[src/rtl/seg7_card_reader_if.sv]
// Bundle between a 7-segment sampler and a card-code consumer.
// The master drives segments and card_ready; the slave (reader) returns the card.
interface seg7_card_reader_if;
  logic       sample_en;
  logic [6:0] seg7;
  logic [3:0] card;
  logic       card_valid;
  logic       card_ready;
  logic       bad_pattern;

  modport master (
    output sample_en, seg7, card_ready,
    input  card, card_valid, bad_pattern
  );

  modport slave (
    input  sample_en, seg7, card_ready,
    output card, card_valid, bad_pattern
  );
endinterface

[src/rtl/seg7_card_reader.sv]
// Debounces an active-low 7-segment glyph and decodes it back to a card code.
// Reports one cycle after the pattern becomes stable; card is held until card_ready.
module seg7_card_reader #(
  parameter int unsigned STABLE_CNT = 3
) (
  input  logic          slow_clock,
  input  logic          resetb,
  seg7_card_reader_if.slave bus
);

  typedef enum logic {TRACK, HOLD} state_t;

  localparam logic [3:0] STABLE = 4'(STABLE_CNT);
  localparam logic [6:0] BLANK  = 7'b1111111;

  state_t     state, state_nxt;
  logic [6:0] last_sample;
  logic [6:0] last_emitted;
  logic [3:0] run_cnt;
  logic [3:0] card_q;
  logic       bad_q;

  logic       dec_legal;
  logic [3:0] dec_card;
  logic       stable_new;
  logic       load_card;
  logic       mark_emitted;
  logic       flag_bad;

  always_comb begin
    dec_legal = 1'b1;
    dec_card  = 4'd0;
    unique case (last_sample)
      7'b1111111: dec_card = 4'd0;
      7'b0001000: dec_card = 4'd1;
      7'b0100100: dec_card = 4'd2;
      7'b0110000: dec_card = 4'd3;
      7'b0011001: dec_card = 4'd4;
      7'b0010010: dec_card = 4'd5;
      7'b0000010: dec_card = 4'd6;
      7'b1111000: dec_card = 4'd7;
      7'b0000000: dec_card = 4'd8;
      7'b0010000: dec_card = 4'd9;
      7'b1000000: dec_card = 4'd10;
      7'b1100001: dec_card = 4'd11;
      7'b0011000: dec_card = 4'd12;
      7'b0001001: dec_card = 4'd13;
      default:    dec_legal = 1'b0;
    endcase
  end

  assign stable_new = (run_cnt == STABLE) && (last_sample != last_emitted);

  // Run tracking keeps going in HOLD so a pattern settling there is not lost.
  always_ff @(posedge slow_clock or negedge resetb) begin
    if (!resetb) begin
      last_sample <= BLANK;
      run_cnt     <= 4'd0;
    end else if (bus.sample_en) begin
      if (bus.seg7 == last_sample) begin
        if (run_cnt < STABLE) run_cnt <= run_cnt + 4'd1;
      end else begin
        last_sample <= bus.seg7;
        run_cnt     <= 4'd1;
      end
    end
  end

  always_ff @(posedge slow_clock or negedge resetb) begin
    if (!resetb) state <= TRACK;
    else         state <= state_nxt;
  end

  always_comb begin
    state_nxt = state;
    unique case (state)
      TRACK: if (stable_new && dec_legal) state_nxt = HOLD;
      HOLD:  if (bus.card_ready)          state_nxt = TRACK;
      default: state_nxt = TRACK;
    endcase
  end

  always_comb begin
    load_card    = 1'b0;
    mark_emitted = 1'b0;
    flag_bad     = 1'b0;
    if (state == TRACK && stable_new) begin
      mark_emitted = 1'b1;
      load_card    = dec_legal;
      flag_bad     = !dec_legal;
    end
  end

  always_ff @(posedge slow_clock or negedge resetb) begin
    if (!resetb) begin
      card_q       <= 4'd0;
      last_emitted <= BLANK;
      bad_q        <= 1'b0;
    end else begin
      if (load_card)    card_q       <= dec_card;
      if (mark_emitted) last_emitted <= last_sample;
      bad_q <= flag_bad;
    end
  end

  assign bus.card        = card_q;
  assign bus.card_valid  = (state == HOLD);
  assign bus.bad_pattern = bad_q;

endmodule

[src/flat_wrapper.sv]
// flat-port wrapper written by rule: the top's interface ports become plain ports
module seg7_card_reader_flat 
#(
  parameter int unsigned STABLE_CNT = 3
)
  (slow_clock, resetb, bus_sample_en, bus_seg7, bus_card_ready, bus_card, bus_card_valid, bus_bad_pattern);
  seg7_card_reader_if bus_i ();
  input  logic slow_clock;
  input  logic resetb;
  input wire logic [$bits(bus_i.sample_en)-1:0] bus_sample_en;
  input wire logic [$bits(bus_i.seg7)-1:0] bus_seg7;
  input wire logic [$bits(bus_i.card_ready)-1:0] bus_card_ready;
  output wire logic [$bits(bus_i.card)-1:0] bus_card;
  output wire logic [$bits(bus_i.card_valid)-1:0] bus_card_valid;
  output wire logic [$bits(bus_i.bad_pattern)-1:0] bus_bad_pattern;
  assign bus_i.sample_en = bus_sample_en;
  assign bus_i.seg7 = bus_seg7;
  assign bus_i.card_ready = bus_card_ready;
  assign bus_card = bus_i.card;
  assign bus_card_valid = bus_i.card_valid;
  assign bus_bad_pattern = bus_i.bad_pattern;
  seg7_card_reader #(.STABLE_CNT(STABLE_CNT)) u_core (.slow_clock(slow_clock), .resetb(resetb), .bus(bus_i));
endmodule
[config.mk]
export PLATFORM = sky130hd
export DESIGN_NAME = seg7_card_reader_flat
export DESIGN_NICKNAME = d
export VERILOG_FILES = /design/src/rtl/seg7_card_reader_if.sv /design/src/rtl/seg7_card_reader.sv /design/src/flat_wrapper.sv
export SDC_FILE = /design/constraint.sdc
export NUM_CORES = 1
export LEC_CHECK = 0
export CAP_MARGIN = 5
export CORE_ASPECT_RATIO = 0.7
export CORE_MARGIN = 2
export CORE_UTILIZATION = 43
export DETAILED_ROUTE_END_ITERATION = 8
export GPL_TIMING_DRIVEN = 0
export SLEW_MARGIN = 10
export SYNTH_ARGS = -nofsm -noshare
export SYNTH_HDL_FRONTEND = slang
export SYNTH_SLANG_ARGS = --single-unit
[constraint.sdc]
create_clock -name slow_clock -period 6.23 [get_ports slow_clock]
set_clock_uncertainty 0.2 [all_clocks]
set_input_delay 1.869 -clock slow_clock [delete_from_list [all_inputs] [get_ports slow_clock]]
set_output_delay 1.869 -clock slow_clock [all_outputs]
set_load 0.01 [all_outputs]
Word-level counts from Yosys, hierarchy flattened. Cells that the tools add are included.

Bits in registers: 24. Output and inout bits: 6. Word-level logic and storage cells: 45.

Add/sub/neg operators: 1. $lt $le $gt $ge: 1. Equality and inequality tests: 17. Mux-type cells: 10. Bitwise logic cells: 2. Reductions and logical operators: 8.

Operators with widths (number): 4-bit case mux with 13 select lines (1); 7-bit by 5-bit == test with 1-bit output, second input constant (4); 7-bit == test, second input constant (4); 7-bit by 4-bit == test with 1-bit output, second input constant (2); 7-bit by 6-bit == test with 1-bit output, second input constant (2); 14-bit OR reduction (1); 4-bit 2-to-1 mux (2); 7-bit by 2-bit == test with 1-bit output, second input constant (1); 7-bit == test (1); 7-bit logical NOT (1); 7-bit inequality test (1); 1-bit 2-to-1 mux (6); 4-bit by 1-bit adder with 4-bit output, second input constant (1); 4-bit by 2-bit == test with 1-bit output, second input constant (1); 4-bit by 2-bit less-than comparator with 1-bit output, second input constant (1); 2-bit AND reduction (2); 1-bit logical AND (3); 2-bit inequality test, second input constant (1); 1-bit inverter (2); 1-bit case mux with 2 select lines (1); 1-bit logical NOT (1).

Logic depth before layout (Yosys ltp).
Word-level depth: 6. Depth in mapped cells: 7. Depth with buffers taken out: 5.

Least setup slack after synthesis. No wires, ideal clock.

Path type: input to register. From: in bus_seg7[4]. To: reg u_core.last_sample[0]. Arrival time: 2.837 ns. Setup slack: 3.111 ns. Stages on the path: 5. Path through: xor2_1 > nor4_1 > nand4_1 > nand2_1 > mux2_2.

Longest elaborated chain between the ends: 3.

Ends and longest elaborated chain: start: declaration (line flat_wrapper.sv:11) `input wire logic [$bits(bus_i.seg7)-1:0] bus_seg7;`; 7-bit == test (line seg7_card_reader.sv:60) `if (bus.seg7 == last_sample) begin`; 1-bit inverter (no line); 2-bit AND reduction (no line); end signal: assignment (line seg7_card_reader.sv:63) `last_sample <= bus.seg7;`; end: declaration (line seg7_card_reader.sv:17) `logic [6:0] last_sample;`.

Every way passes these cells. A chain may end at the register's enable or synchronous reset.

Worst setup path in the final report.
From: in bus_seg7[1]. To: reg u_core.last_sample[0].

Same word-level chain as after synthesis.

==> summary.txt <==
Setup path
  • Crit path DAT: 3.55 ns
  • Worst EP required: 6.23 ns
  • Critical Path Sink Type: flop
  • Crit-path max FO: 3
  • R2r setup slk: 3.96 ns
  • Startpoint Class: primary input
  • Worst Setup Path Type: primary input to flop

Routing
  • Via count: 1003
  • # DRC: 0
  • Antenna-violating nets left: 0
  • Detailed-route vias per instance: 5.451
  • Wirelength per Cell: 15.12 microns
  • Drt total wl: 2782 microns
  • DR pass1 iterations: 5
  • Starting DRT DRC Count: 57

Placed design
  • DP Area: 1640 sq um
  • Port buffer count: 15
  • HPWL Detailed: 2061 microns
  • Placer Congestion: 0.8507

STA
  • Tcrit/Tclk final: 0.5705
  • Setup TNS: 0 ns
  • Worst-margin pin slew: 0.5396 ns
  • Final setup fails: 0
  • Tmin final: 3.554 ns
  • Final hold vios: 0
  • RSZ-0062 raised after global routing: false
  • Max-slew violation count: 0
  • Max Clock Freq: 0.2814 GHz
  • Max-slew headroom: 0.6403

Floorplan
  • Core Rows: 17
  • Initial Util: 0.4552
  • Die Width: 73.23 microns
  • Die ar.: 3842 sq um
  • Core box area: 3169 sq um
  • Vert. Die Dim: 52.46 microns
  • IO Pins: 17

Logic synthesis
  • Seq/Total Area, Yosys: 0.4284
  • Net Count, Synth: 139
  • Synth top cells by count: dfstp_2, mux2_2, dfrtp_1, xnor2_1
  • Post-synth ARST share: 1.000
  • Syn Std Cell Area: 1443 sq um
  • Seq cells post-synth: 24
  • Top FF cell, synth: dfstp_2
  • Synth area leaders: dfstp_2, dfrtp_1, mux2_2
  • Syn Area/Cell: 11.36 sq um
  • Cell taking the most area after synthesis: dfstp_2
  • Synth warnings: 0
  • Mapped Cells: 127
  • Most frequent cell after synthesis: dfstp_2
  • Yosys top cell area share: 0.2550
  • Netlist cell types: 48
  • Post-synth EDFFs: 0

Clock tree
  • Root Driver: clkbuf_8
  • Clock Tree Buf Depth: 2
  • CTS tree: yes
  • Post-CTS Setup Inserts: 0
  • Clk sink count: 24
  • CTS buffer count: 3
  • CTS resizes: 0
  • Worst-Skew Late Latency: 0.27 ns
  • CTS Hold Bufs: 0
  • Htree depth: 1
  • CTS clk-pin slew, worst paths: 0.09 ns

Final layout
  • Fraction of layout cells with a size suffix above 1: 0.3356
  • Register area: 618.1 sq um
  • Finished Cell Area: 1680 sq um
  • Area Growth Syn to Fin: 16.48%
  • Area of the multi-input gates: 762.0 sq um
  • Diode count: 0
  • # fillers: 271
  • NumNets Final: 159

Status
  • Status: complete, no violations

Job
  • Max-cap violations: 0

Power and ir drop
  • Pwr/cell area: 245.0 nW/um^2
  • Peak VDD IR: 0.1303 mV
  • Pleak: 0.0006582 uW

Global routing
  • Antenna violations before repair: 0
  • Vias in the first global route: 926
  • Largest net degree at the start of global routing: 25
  • GRT Total Usage: 0.1650
  • First-pass GRT wire length: 4671 microns
  • Grt ovf: 0

Min path
  • Type of the tightest min-delay check: flop to flop
==> layout by cell type, fill, tap and decap left out, drive strengths merged, types with 2 or more instances in the layout <==
cell	instances
mux2	17
a31oi	2
nor3	8
nand2	5
buf	9
dfstp	14
o21ai	3
clkbuf	5
xnor2	10
inv	2
nor2	5
nor4	3
nand2b	2
a21oi	3
clkdlybuf4s50	14
dfrtp	10
xor2	6
and2	2
a211oi	2
nand3	3
nand4	2
nor4b	2
==> logic make-up (layout without fill, tap and decap cells) <==
logic type               after synthesis  after routing  synth area share
XOR/XNOR                              16             16           0.09713
multiplexers                          18             18            0.1474
buffers and inverters                 11             30           0.04336
adder cells (fa/ha/maj)                1              1          0.008672
AND/OR/NAND/NOR                       39             39            0.1639
flip-flops                            24             24            0.4284
AO/OA/AOI/OAI                         18             18            0.1110
==> per-layer routing <==
layer | global-route usage | vias up | wire length (microns)
met5 | 0 | - | 0
met4 | 0.04012 | 0 | 14
met3 | 0.04038 | 2 | 156
met2 | 0.2312 | 31 | 1141
met1 | 0.2509 | 476 | 1469
li1 | - | 494 | -
==> critical path, stage by stage <==
cell             delay [ns]
clkdlybuf4s50_1        0.44
xor2_1                 0.16
nor4_1                 0.34
nand4_1                0.21
nand2_1                0.19
mux2_2                 0.35
==> final cells by class <==
class | count | area share
flip-flops and latches | 24 | 0.3678
multi-input cells | 92 | 0.4535
plain buffers | 9 | 0.03276
well taps | 38 | 0.02829
inverters | 2 | 0.004468
repair buffers | 15 | 0.08637
clock buffers | 4 | 0.02681
==> state kept, by name (all words and copies together) (netlist names) <==
signal                  count
u_core.bus.card             4
u_core.run_cnt              4
u_core.bus.card_valid       1
u_core.last_sample          7
u_core.last_emitted         7
u_core.bus.bad_pattern      1
==> report_power, final <==
part	switching [uW]	internal, uW	total, uW
Combinational	50.0	55.9	106
Sequential	16.4	194	210
Clock	49.5	45.7	95.2
Total	116	296	412
==> final timing paths <==
check                                                       start                                end  depth (start not counted)
worst min register to register      u_core.run_cnt[0]$_DFFE_PN0P_      u_core.run_cnt[0]$_DFFE_PN0P_                          1
worst min-delay path                u_core.run_cnt[0]$_DFFE_PN0P_      u_core.run_cnt[0]$_DFFE_PN0P_                          1
worst max register to register  u_core.last_sample[6]$_DFFE_PN1P_     u_core.bus.card[2]$_DFFE_PN0P_                          6
min in group asynchronous                                  resetb      u_core.run_cnt[2]$_DFFE_PN0P_                          1
max in group asynchronous                                  resetb  u_core.last_sample[0]$_DFFE_PN1P_                          1
worst max-delay path                                  bus_seg7[1]  u_core.last_sample[0]$_DFFE_PN1P_                          6
==> stage by stage <==
| step | total power [uW] | hold WS, ns | utilization | cells | setup slack (ns) |
|---|---|---|---|---|---|
| 4_1_cts | 414.9 | 0.3017 | 0.5318 | 184 | 2.693 |
| 2_1_floorplan | 291.3 | 0.2573 | - | 127 | 3.111 |
| 3_5_place_dp | 319.6 | 0.2908 | 0.5176 | 180 | 2.411 |
| 6_report | 411.6 | 0.3022 | 0.5302 | 184 | 2.676 |
| 5_1_grt | 435.4 | 0.3421 | 0.5302 | 184 | 2.578 |
| 3_3_place_gp | 316.5 | 0.2653 | 0.5176 | 180 | 2.429 |
No activity file was read; power rests on OpenSTA's default activity.
